[src/rtl/fifo_write_arbiter.sv]
// Round-robin arbiter sharing one FIFO write port among REQ_NUM requesters.
// A grant is held for a burst that ends on src_last or on the 2**BURST_LOG beat cap.
module fifo_write_arbiter #(
  parameter int WIDTH     = 8,
  parameter int REQ_NUM   = 4,
  parameter int REQ_LOG   = 2,
  parameter int BURST_LOG = 4
) (
  input  logic                       clk,
  input  logic                       rst_n,
  input  logic [REQ_NUM-1:0]         src_valid,
  input  logic [REQ_NUM-1:0]         src_last,
  input  logic [REQ_NUM*WIDTH-1:0]   src_data,
  output logic [REQ_NUM-1:0]         src_ready,
  input  logic                       fifo_full,
  output logic                       fifo_write_req,
  output logic [WIDTH-1:0]           fifo_write_data,
  output logic [REQ_LOG-1:0]         grant_id,
  output logic                       busy
);

  typedef enum logic {IDLE, BURST} state_t;

  state_t               r_state;
  logic [REQ_LOG-1:0]   r_grant_id;
  logic [REQ_LOG-1:0]   r_rr_ptr;
  logic [BURST_LOG-1:0] r_beat_cnt;

  logic                 w_hi_any, w_lo_any, w_any;
  logic [REQ_LOG-1:0]   w_hi_sel, w_lo_sel, w_sel;
  logic                 w_xfer, w_end;
  logic [REQ_LOG-1:0]   w_next_ptr;

  // Rotating priority split in two: lowest valid index at/after rr_ptr wins,
  // otherwise the lowest valid index below it (wrap-around).
  always_comb begin
    w_hi_any = 1'b0;
    w_lo_any = 1'b0;
    w_hi_sel = '0;
    w_lo_sel = '0;
    for (int i = REQ_NUM - 1; i >= 0; i--) begin
      if (src_valid[i]) begin
        if (REQ_LOG'(i) >= r_rr_ptr) begin
          w_hi_any = 1'b1;
          w_hi_sel = REQ_LOG'(i);
        end else begin
          w_lo_any = 1'b1;
          w_lo_sel = REQ_LOG'(i);
        end
      end
    end
    w_any = w_hi_any | w_lo_any;
    w_sel = w_hi_any ? w_hi_sel : w_lo_sel;
  end

  assign w_xfer     = (r_state == BURST) && src_valid[r_grant_id] && !fifo_full;
  assign w_end      = src_last[r_grant_id] || (r_beat_cnt == '1);
  assign w_next_ptr = (r_grant_id == REQ_LOG'(REQ_NUM - 1)) ? '0 : r_grant_id + 1'b1;

  always_comb begin
    src_ready = '0;
    if (r_state == BURST && !fifo_full) src_ready[r_grant_id] = 1'b1;
  end

  assign fifo_write_req  = w_xfer;
  assign fifo_write_data = w_xfer ? src_data[int'(r_grant_id) * WIDTH +: WIDTH] : '0;
  assign grant_id        = r_grant_id;
  assign busy            = (r_state == BURST);

  always_ff @(posedge clk or negedge rst_n) begin
    if (!rst_n) begin
      r_state    <= IDLE;
      r_grant_id <= '0;
      r_rr_ptr   <= '0;
      r_beat_cnt <= '0;
    end else begin
      case (r_state)
        IDLE: begin
          if (w_any) begin
            r_grant_id <= w_sel;
            r_beat_cnt <= '0;
            r_state    <= BURST;
          end
        end
        BURST: begin
          if (w_xfer) begin
            r_beat_cnt <= r_beat_cnt + 1'b1;
            if (w_end) begin
              r_rr_ptr <= w_next_ptr;
              r_state  <= IDLE;
            end
          end
        end
        default: r_state <= IDLE;
      endcase
    end
  end

endmodule

[config.mk]
export PLATFORM = sky130hd
export DESIGN_NAME = fifo_write_arbiter
export DESIGN_NICKNAME = d
export VERILOG_FILES = /design/src/rtl/fifo_write_arbiter.sv
export SDC_FILE = /design/constraint.sdc
export NUM_CORES = 1
export LEC_CHECK = 0
export CAP_MARGIN = 20
export CORE_ASPECT_RATIO = 1.25
export CORE_MARGIN = 2
export CORE_UTILIZATION = 35
export CTS_BUF_LIST = sky130_fd_sc_hd__clkbuf_16
export DETAILED_ROUTE_END_ITERATION = 6
export GPL_TIMING_DRIVEN = 1
export PLACE_DENSITY = 0.77
export REMOVE_ABC_BUFFERS = 1
export SETUP_SLACK_MARGIN = 0.1
export SLEW_MARGIN = 20
export SYNTH_ARGS = -nofsm -noshare
export SYNTH_HDL_FRONTEND = slang
export SYNTH_SLANG_ARGS = --single-unit
[constraint.sdc]
create_clock -name clk -period 2.4 [get_ports clk]
set_input_delay 0.72 -clock clk [delete_from_list [all_inputs] [get_ports clk]]
set_output_delay 0.72 -clock clk [all_outputs]
set_load 0.03 [all_outputs]
==> out/metrics.cfg <==
[logic_synthesis]
synth_common_cells = 9 x dfrtp_1, 9 x mux4_2, 8 x and3_1
ys_ff_latch = 9
synth_cell_type_count = 30
syn_area_sq_um = 852.1
synth_cells = 77
synthFlopType = dfrtp_1
synth-edff-count = 0
yosysTopAreaCellShare_pct = 26.43
yosys.area.top_type = dfrtp_1
syn-mean-instance-area_sq_um = 11.07
ys_seq_area_share_pct = 26.43
ys_async_sr_fraction_pct = 100.0
synth_warnings = 0
synth_area_leaders = dfrtp_1 26%, mux4_2 24%, ha_1 7.3%, and3_1 5.9%, mux4_1 3.1%

[cells_and_area]
final_nets = 202
drive_gt1_share_pct = 43.14
synthToLayoutAreaGrowth_pct = 108.4
stdcell_count = 186
diodes = 0
fillers = 151

[floorplan]
ios = 59
die_w_um = 48.13
rows = 20
die_y_um = 59.17
core-area_sq_um = 2377
die_area_sq_um = 2848
initial_utilization_pct = 35.84

[place]
dp.cells = 177
hpwl_um = 2368
port_buffers = 58
pre_cts_slack_ns = -0.8633
place_congestion = 0.7155

[timing]
fin_skew_ns = 0.001525
setup_tns_ns = -0.1874
max_freq_mhz = 411.2
whs_ns = 0.5162
finalWorstSetupSlack_ns = -0.03195
drv_slew = 0
worstMarginPinSlew_ns = 0.4656
setup_violations = 8
fin_crit_sh_pct = 101.3
period_needed_ns = 2.432
rsz0062_at_grt = yes
max-slew-margin-rel_pct = 68.16
hold_viol = 0

[clock_tree]
clock_latency_ns = 0.23
cts_root_buf = clkbuf_16
cts-htree-levels = 1
tritoncts = built
cts.sinks = 9
numCtsBuffers = 3
holdBufCountCts = 0
cts_max_path_buffers = 2
clk_pin_slew_ns = 0.04

[pwr]
leakage_nw = 0.8019
internal_power_mw = 1.027
power.density_nw_per_um2 = 947.6
switching_share_pct = 38.95
clkPwrFrac_pct = 17.0
p_seq_share_pct = 17.4
peakVddDrop_mv = 0.8116
combPwrFrac_pct = 65.6
power.net_switching_mw = 0.6554

[route]
post_drt_wl_per_cell_um = 17.89
routed_via_density = 5.215
drt_iter0_drc = 15
drt_first_pass_iters = 4
drc = 0
postRouteAntennaNets = 0
vias = 970
totalWireLength_um = 3328

[grt]
overflow = 0
grt_pass1_wl_um = 4754
grtUsageMet1_pct = 24.90
busiest_layer = met2
met2_usage_pct = 43.43
antenna_found_initial = 0
grt_util_all_layers_pct = 23.52
grt_max_degree = 10
groute.layer.met3.usage_pct = 7.012
grt_pass1_vias = 1073

[critical_path]
cp.required_ns = 1.68
critPathMaxFanout = 5
path_class = primary input to primary output
end_kind = primary output
startpoint_type = primary input
critPathArrivalTime_ns = 1.71

[status]
status = finished with violations
violations = negative setup slack

[worst_hold_path]
hold_path.class = flop to flop

[run]
cap_violations = 0

-- power by group through the flow --
stage	combinational, mW	clock, mW	sequential [mW]
after floorplan	0.477	0	0.352
after global placement	0.932	0	0.279
after detailed placement	0.969	0	0.283
after CTS	1.10	0.288	0.290
after global routing	1.17	0.297	0.302
final	1.10	0.287	0.293
-- worst paths after layout --
kind / startpoint / cells past startpoint / to / slack [ns]
min in group asynchronous: rst_n / 1 / r_beat_cnt[2] / 0.78
worst max-delay path: src_valid[3] / 4 / fifo_write_data[1] / -0.03
max in group asynchronous: rst_n / 1 / grant_id[0] / 1.31
worst max register to register: grant_id[0] / 5 / r_rr_ptr[1] / 0.42
worst min-delay path: r_beat_cnt[2] / 1 / r_beat_cnt[2] / 0.52
worst min register to register: r_beat_cnt[2] / 1 / r_beat_cnt[2] / 0.52
-- cell type report --
class	instances	area (sq um)	area share, %
Timing Repair Buffer	75	744.5	41.93
Multi-Input combinational cell	61	664.4	37.42
Sequential cell	9	226.5	12.76
Clock buffer	3	75.07	4.228
Tap cell	33	41.29	2.326
Inverter	4	20.02	1.128
Clock inverter	1	3.754	0.2114
-- cell usage in the layout, fill, tap and decap left out, drive strengths merged --
cell and instances:
ha 5, a31oi 1, nand3 3, or4 1, inv 4, and2b 1
mux2 1, clkbuf 4, nor3b 1, o21a 2, o211ai 1, clkdlybuf4s50 8
a21o 1, buf 34, a21oi 3, clkdlybuf4s15 25, clkinv 1, nand2 7
dlygate4sd2 7, o22ai 1, o31ai 2, mux4 11, nand2b 2, and2 4
a2111oi 1, o21ai 3, dfrtp 9, mux2i 2, and3 8
-- routing by layer --
| layer | routed length (um) | vias to the layer above |
|---|---|---|
| li1 | - | 454 |
| met1 | 1150 | 451 |
| met2 | 1752 | 59 |
| met3 | 398 | 6 |
| met4 | 27 | 0 |
| met5 | 0 | - |
-- state kept, by name, indices dropped and copies added, names as in the netlist --
signal	count
r_beat_cnt	4
grant_id	2
r_rr_ptr	2
busy	1
-- metrics by stage --
step / area, sq um / utilization, % / power (mW)
after CTS: 1772 / 74.53 / 1.676
after detailed placement: 1556 / 65.47 / 1.252
after global placement: 1556 / 65.47 / 1.211
after floorplan: 834.6 / - / 0.8291
final: 1775 / 74.68 / 1.682
after global routing: 1775 / 74.68 / 1.772
-- worst max-delay path, stage by stage --
cell	delay, ns
buf_6	0.10
mux4_2	0.55
and3_4	0.21
buf_6	0.13
-- cells by family (layout without fill, tap and decap cells) --
logic type / Yosys count / in the layout / synth area share (%)
compound gates: 15 / 15 / 11.31
fa+ha+maj: 5 / 5 / 7.342
buf+inv: 8 / 83 / 4.405
flops: 9 / 9 / 26.43
mux: 13 / 14 / 30.98
simple gates: 27 / 27 / 19.53
-- repair_timing --
item                                    in CTS  in global routing
endpoints found under the setup margin      14                  9
gates cloned                                 1                  0
pin swaps                                   10                  4
setup buffers                                4                  0
resized for setup                          156                  8
Note: power is estimated with default switching activity, not from simulation.
